--- config.mk ---
export PLATFORM = sky130hd
export DESIGN_NAME = uc_sequencer
export DESIGN_NICKNAME = d
export VERILOG_FILES = /design/src/rtl/uc_sequencer.sv
export SDC_FILE = /design/constraint.sdc
export NUM_CORES = 1
export LEC_CHECK = 0
export ABC_AREA = 1
export CORE_MARGIN = 4
export CORE_UTILIZATION = 25
export DETAILED_ROUTE_END_ITERATION = 6
export PLACE_DENSITY = 0.4
export SYNTH_ARGS = -nofsm -noshare
export SYNTH_HDL_FRONTEND = slang
export SYNTH_SLANG_ARGS = --single-unit
export TNS_END_PERCENT = 5
--- constraint.sdc ---
create_clock -name clk -period 4.9 [get_ports clk]
set_clock_uncertainty 0.15 [all_clocks]
set_input_delay 0.98 -clock clk [delete_from_list [all_inputs] [get_ports clk]]
set_output_delay 0.98 -clock clk [all_outputs]
set_load 0.02 [all_outputs]
--- src/rtl/uc_sequencer.sv ---
// Microcode sequencer: fetches and decodes instructions, maps opcodes through the jump ROM,
// walks the microcode ROM and queues decoded uops for the execution unit. Define UC_WATCHDOG_EN for the runaway watchdog.
module uc_sequencer #(
    parameter int UOP_W      = 16,
    parameter int UADDR_W    = 8,
    parameter int EOL_BIT    = 4,
    parameter int FIFO_DEPTH = 4,
    parameter int MAX_UOPS   = 64
) (
    input  logic               clk,
    input  logic               rst,
    output logic               rqi_p,
    input  logic               aki_n,
    input  logic [31:0]        cmd,
    input  logic               flush_p,
    output logic [7:0]         jadr_p,
    input  logic [UADDR_W-1:0] jdata,
    output logic [UADDR_W-1:0] uadr_p,
    input  logic [UOP_W-1:0]   udata,
    output logic               rqx_p,
    input  logic               akx_n,
    output logic [UOP_W-1:0]   opout_p,
    output logic [3:0]         regsrc,
    output logic [3:0]         regdst,
    output logic [3:0]         aluop,
    output logic [15:0]        opimm,
    output logic               err_p
);
    localparam int ENT_W = UOP_W + 28;
    localparam int PTR_W = (FIFO_DEPTH > 1) ? $clog2(FIFO_DEPTH) : 1;
    localparam int CNT_W = $clog2(FIFO_DEPTH + 1);

    localparam logic [2:0] ST_REQ  = 3'd0;
    localparam logic [2:0] ST_JMP  = 3'd1;
    localparam logic [2:0] ST_JWT  = 3'd2;
    localparam logic [2:0] ST_UADR = 3'd3;
    localparam logic [2:0] ST_UVAL = 3'd4;

    logic [2:0]         state_r;
    logic               rqi_p_r;
    logic [7:0]         jadr_r;
    logic [UADDR_W-1:0] uip_r;
    logic [3:0]         src_r, dst_r, alu_r;
    logic [15:0]        imm_r;

    logic [7:0]         b0_s, b1_s, dec_op_s;
    logic [3:0]         dec_src_s, dec_dst_s, dec_alu_s;
    logic               ack_s, pop_s, full_s, push_s, eol_s, force_eol_s, seq_end_s;
    logic [UOP_W-1:0]   uop_s;
    logic [ENT_W-1:0]   entry_s, head_s;

    logic [ENT_W-1:0]   mem_r [FIFO_DEPTH];
    logic [PTR_W-1:0]   wr_ptr_r, rd_ptr_r;
    logic [CNT_W-1:0]   fcnt_r;
    logic [ENT_W-1:0]   hold_r;

    assign b0_s = cmd[31:24];
    assign b1_s = cmd[23:16];

    // Instruction field decode, selected by the opcode class in b0[7:4]
    always_comb begin
        dec_op_s  = 8'h00;
        dec_src_s = 4'h0;
        dec_dst_s = 4'h0;
        dec_alu_s = 4'h0;
        case (b0_s[7:4])
            4'hC: dec_op_s = {b0_s[7:3], 1'b0, b1_s[1:0]};
            4'hD, 4'hE, 4'hF: dec_op_s = {b0_s[7:2], b1_s[7:6]};
            default: begin
                dec_op_s  = {b0_s[7:4], b0_s[1:0], b1_s[1:0]};
                dec_src_s = {b0_s[3], b1_s[7:5]};
                dec_dst_s = {b0_s[2], b1_s[4:2]};
                dec_alu_s = b0_s[7:4];
            end
        endcase
    end

    assign ack_s     = (state_r == ST_REQ) && rqi_p_r && !aki_n;
    assign full_s    = (fcnt_r == CNT_W'(FIFO_DEPTH));
    assign pop_s     = (fcnt_r != CNT_W'(0)) && !akx_n;
    // A full FIFO still accepts a push when the head leaves in the same cycle
    assign push_s    = (state_r == ST_UVAL) && (!full_s || pop_s);
    assign eol_s     = udata[EOL_BIT];
    assign seq_end_s = eol_s || force_eol_s;

    // Outgoing uop with the end-of-sequence bit possibly forced by the watchdog
    always_comb begin
        uop_s          = udata;
        uop_s[EOL_BIT] = seq_end_s;
    end

    assign entry_s = {uop_s, src_r, dst_r, alu_r, imm_r};

    // Sequencer FSM: fetch/decode, jump-ROM lookup, microcode walk
    always_ff @(posedge clk) begin
        if (rst) begin
            state_r <= ST_REQ;
            rqi_p_r <= 1'b0;
            jadr_r  <= 8'h00;
            uip_r   <= '0;
            src_r   <= 4'h0;
            dst_r   <= 4'h0;
            alu_r   <= 4'h0;
            imm_r   <= 16'h0000;
        end else if (flush_p) begin
            state_r <= ST_REQ;
            rqi_p_r <= 1'b1;
        end else begin
            case (state_r)
                ST_REQ: begin
                    if (ack_s) begin
                        jadr_r  <= dec_op_s;
                        src_r   <= dec_src_s;
                        dst_r   <= dec_dst_s;
                        alu_r   <= dec_alu_s;
                        imm_r   <= cmd[15:0];
                        rqi_p_r <= 1'b0;
                        state_r <= ST_JMP;
                    end else begin
                        rqi_p_r <= 1'b1;
                    end
                end
                ST_JMP:  state_r <= ST_JWT;
                ST_JWT: begin
                    uip_r   <= jdata;
                    state_r <= ST_UADR;
                end
                ST_UADR: state_r <= ST_UVAL;
                ST_UVAL: begin
                    if (push_s) begin
                        if (seq_end_s) begin
                            state_r <= ST_REQ;
                            rqi_p_r <= 1'b1;
                        end else begin
                            uip_r   <= uip_r + UADDR_W'(1);
                            state_r <= ST_UADR;
                        end
                    end
                end
                default: begin
                    state_r <= ST_REQ;
                    rqi_p_r <= 1'b0;
                end
            endcase
        end
    end

    // Uop FIFO storage (data only, no reset needed)
    always_ff @(posedge clk) begin
        if (!rst && !flush_p && push_s) begin
            mem_r[wr_ptr_r] <= entry_s;
        end
    end

    // FIFO pointers, occupancy and the last-seen head held while empty
    always_ff @(posedge clk) begin
        if (rst) begin
            wr_ptr_r <= '0;
            rd_ptr_r <= '0;
            fcnt_r   <= '0;
            hold_r   <= '0;
        end else if (flush_p) begin
            wr_ptr_r <= '0;
            rd_ptr_r <= '0;
            fcnt_r   <= '0;
            hold_r   <= head_s;
        end else begin
            if (push_s) begin
                wr_ptr_r <= wr_ptr_r + PTR_W'(1);
            end
            if (pop_s) begin
                rd_ptr_r <= rd_ptr_r + PTR_W'(1);
                hold_r   <= mem_r[rd_ptr_r];
            end
            case ({push_s, pop_s})
                2'b10:   fcnt_r <= fcnt_r + CNT_W'(1);
                2'b01:   fcnt_r <= fcnt_r - CNT_W'(1);
                default: fcnt_r <= fcnt_r;
            endcase
        end
    end

    assign head_s  = (fcnt_r != CNT_W'(0)) ? mem_r[rd_ptr_r] : hold_r;
    assign rqx_p   = (fcnt_r != CNT_W'(0));
    assign opout_p = head_s[ENT_W-1:28];
    assign regsrc  = head_s[27:24];
    assign regdst  = head_s[23:20];
    assign aluop   = head_s[19:16];
    assign opimm   = head_s[15:0];
    assign rqi_p   = rqi_p_r;
    assign jadr_p  = jadr_r;
    assign uadr_p  = uip_r;

`ifdef UC_WATCHDOG_EN
    localparam int WD_W = (MAX_UOPS > 1) ? $clog2(MAX_UOPS) : 1;
    logic [WD_W-1:0] ucnt_r;
    logic            err_r;

    assign force_eol_s = (state_r == ST_UVAL) && !eol_s && (ucnt_r == WD_W'(MAX_UOPS - 1));

    // Per-instruction uop counter and sticky runaway flag (flush leaves the flag alone)
    always_ff @(posedge clk) begin
        if (rst) begin
            ucnt_r <= '0;
            err_r  <= 1'b0;
        end else if (flush_p) begin
            ucnt_r <= '0;
        end else if (state_r == ST_JWT) begin
            ucnt_r <= '0;
        end else if (push_s && force_eol_s) begin
            err_r  <= 1'b1;
        end else if (push_s && !eol_s) begin
            ucnt_r <= ucnt_r + WD_W'(1);
        end
    end

    assign err_p = err_r;
`else
    assign force_eol_s = 1'b0;
    assign err_p       = 1'b0;
`endif

endmodule

==> impl_metrics.tcl <==
set metrics [dict create \
    status "finished clean" \
    setup_tns_ns 0 \
    grt_pass1_wl_mm 52.9 \
    worstHoldPathCells 2 \
    slew_headroom_pct 21.4 \
    synth_edf_count 176 \
    cp_data_arrival_time_ns 2.99 \
    crit_path_cell_trace "buf_4 -> nand2_1 -> nand3_1 -> nand2_1 -> nand2_1 -> o21a_1 -> clkdlybuf4s50_1" \
    path_common_cell "nand2_1" \
    ctsResizeCount 0 \
    ys_warn_count 0 \
    final.period_utilization_pct 84.0 \
    synthArstFlopShare_pct 0 \
    synth_top_area_share_pct 44.7 \
    vias 8739 \
    cts_tree "built" \
    slowest_delay_ns 0.67 \
    post-dp-hpwl_mm 20.3 \
    fin_area_mm2 0.0146 \
    rr_endpoint "hold_r[27]" \
    syn2layout_area_growth_pct 23.7 \
    cts_buffers 34 \
    postSynthCellCount 1215 \
    ys_top_cells_by_area "edfxtp_1 (45%), dfxtp_1 (17%), nand2_1 (11%)" \
    place_inst 1888 \
    holdPathEnd "jadr_p[6]" \
    groute.usage.overall_pct 13.3 \
    startpoint_type "flip-flop" \
    ir_drop_v 0.000165 \
    drt-wirelength-per-cell_um 17.5 \
    die_w_um 225 \
    critical_path.top_delay_family "buffers and inverters" \
    antenna_found_initial 0 \
    netlist-cell-type-count 37 \
    insertion_delay_ns 0.51 \
    rsz0062_at_grt "no" \
    seq_area_frac_synth_pct 61.8 \
    via_per_inst 4.48 \
    port_buffers 122 \
    multi_input_area_mm2 0.00398 \
    avgSynthCellArea_um2 9.73 \
    routed_wl_mm 34.0 \
    p_int_mw 3.97 \
    path_class "reg2out" \
    layoutNonFillerInstCount 1950 \
    die_y_um 225 \
    r2r_start "fcnt_r[0]" \
    holdCritStartpoint "jadr_p[6]" \
    leakage_nw 5.10 \
    nets 1384 \
    path_clk_slew_ns 0.06 \
    seq_area_mm2 0.00731 \
    root_buffer "clkbuf_16" \
    rrSetupSlack_ns 2.20 \
    yosys_most_used_dff "edfxtp_1" \
    hold_viol 0 \
    worstPathMaxFanout 47 \
    postPlaceCellArea_mm2 0.0136 \
    switchingPower_mw 1.09 \
    dieArea_mm2 0.0508 \
    numClockSinks 277 \
    worst-path-buf-inv 2 \
    maxCapViolations 0 \
    pre_cts_ws_ns 1.25 \
    cp-end-kind "primary output" \
    synth_area_mm2 0.0118 \
    min_period_ns 4.12 \
    clock.fmax_ghz 0.243 \
    synth_area_leader_cell "edfxtp_1" \
    cts.htree.levels 2 \
    firstDrtPassIters 5 \
    core-area_mm2 0.0467 \
    grt_max_degree 48 \
    cp.required_ns 3.77 \
    initial_core_util_pct 25.3 \
    postCtsSetupBuffers 0 \
    ant_nets 0 \
    p_per_area_mw_per_mm2 346 \
    row_count 79 \
    grt_overflow 0 \
    drive_gt1_share_pct 9.46 \
    reg2reg_depth 8 \
    fin_util_pct 31.3 \
    combPwrFrac_pct 3.4 \
    p_seq_share_pct 49.6 \
    cpMaxStageDelayCell "dfxtp_4" \
    dr.first_iter.drc_count 378 \
    ys_ff_latch 277 \
    hp-class "reg2reg" \
    tightestPinTransition_ns 1.18 \
    cts_hold_buffers 0 \
    num_io_pins 124 \
    n_fill_cell 4891 \
    slew_violations 0 \
    power_switching_share_pct 21.5 \
    setup_viol 0 \
    clock_path_buffers 3 \
    drc 0 \
    clockPowerShare_pct 47.0 \
    setup_ws_ns 0.785 \
    gp_congestion 0.742 \
    syn-num-nets 1282 \
    n_antenna_cell 0 \
    grt_pass1_vias 8632 \
]
cell usage in the layout, fill, tap and decap left out, drive strengths merged:
cell,instances
nor3,2
dfxtp,101
inv,37
a211oi,2
o21bai,1
clkinv,8
clkbuf,48
or2,3
clkdlybuf4s50,120
nand2,364
bufinv,1
clkinvlp,3
nand3,111
o211ai,23
ha,5
buf,18
conb,1
and3,1
edfxtp,176
o21a,27
a31oi,4
fa,1
a21oi,111
o21ai,63
nor2,111
xor2,1
worst max-delay path by stage:
stage,from,end,slack (ns),cells after the start
after global placement,flip-flop,opimm[15],1.22,6
final,flip-flop,opimm[0],0.78,7
after floorplan,rst,mem_r[0][0],0.88,4
after detailed placement,flip-flop,regdst[0],1.25,7
after global routing,flip-flop,regdst[3],0.48,6
after CTS,flip-flop,opimm[15],0.69,6
cell families after synthesis:
logic type	count (synthesis)	share of synthesized area, %
AOI/OAI and AO/OA	231	11.5
adders and majority gates	6	0.699
buffers and inverters	107	4.81
and+or+nand+nor	592	21.1
DFF	277	61.8
other	1	0.0317
xor gates and xnor gates	1	0.0741
through the flow:
stage	hold slack, ns	total power [mW]
2_1_floorplan	0.305	2.62
3_3_place_gp	0.306	2.73
3_5_place_dp	0.307	2.73
4_1_cts	0.317	5.14
5_1_grt	0.346	5.27
6_report	0.318	5.06
worst register-to-register path, delay by kind of cell, from the launching register on:
family	cells	cell delay, ns
buffers and inverters	2	1.11
flip-flops	1	0.36
AND/OR/NAND/NOR	4	0.63
AO/OA/AOI/OAI	2	0.36
synthesized netlist by cell type, types with 5 or more instances:
cell / count
o21a_1: 27
nand3_1: 108
buf_4: 9
nand2_2: 18
o21ai_0: 42
buf_2: 37
edfxtp_1: 176
clkbuf_1: 14
nor2_1: 104
o211ai_1: 23
a21oi_1: 111
nand2_1: 344
o21ai_1: 5
ha_1: 5
buf_6: 5
o21ai_2: 16
inv_1: 30
dfxtp_1: 101
metal layers:
layer  GRT usage [%]  up-vias  part of all wire (%)
li1                -     4359                     -
met1            18.9     4191                    49
met2            21.5      140                    45
met3            2.11       49                   3.6
met4            3.16        0                   2.0
met5               0        -                     0
state kept, by name, indices dropped and copies added (netlist names), named ones only:
name,cells
mem_r,176
hold_r,44
imm_r,16
jadr_p,8
uadr_p,8
alu_r,4
dst_r,4
src_r,4
fcnt_r,3
state_r,3
rd_ptr_r,2
wr_ptr_r,2
rqi_p,1
power groups by stage:
stage	Clock, mW	Combinational (mW)	Sequential, mW
6_report	2.38	0.170	2.51
5_1_grt	2.57	0.186	2.51
4_1_cts	2.45	0.174	2.51
3_5_place_dp	0	0.174	2.56
3_3_place_gp	0	0.174	2.56
2_1_floorplan	0	0.0663	2.56
cell type report:
type | instances | area share [%]
inverter | 35 | 0.933
timing repair buffer | 138 | 9.37
tap | 607 | 5.20
clock inverter | 14 | 0.805
multi-input combinational | 831 | 27.2
clock buffer | 48 | 6.45
sequential | 277 | 50.0
(Power assumes the default switching activity.)
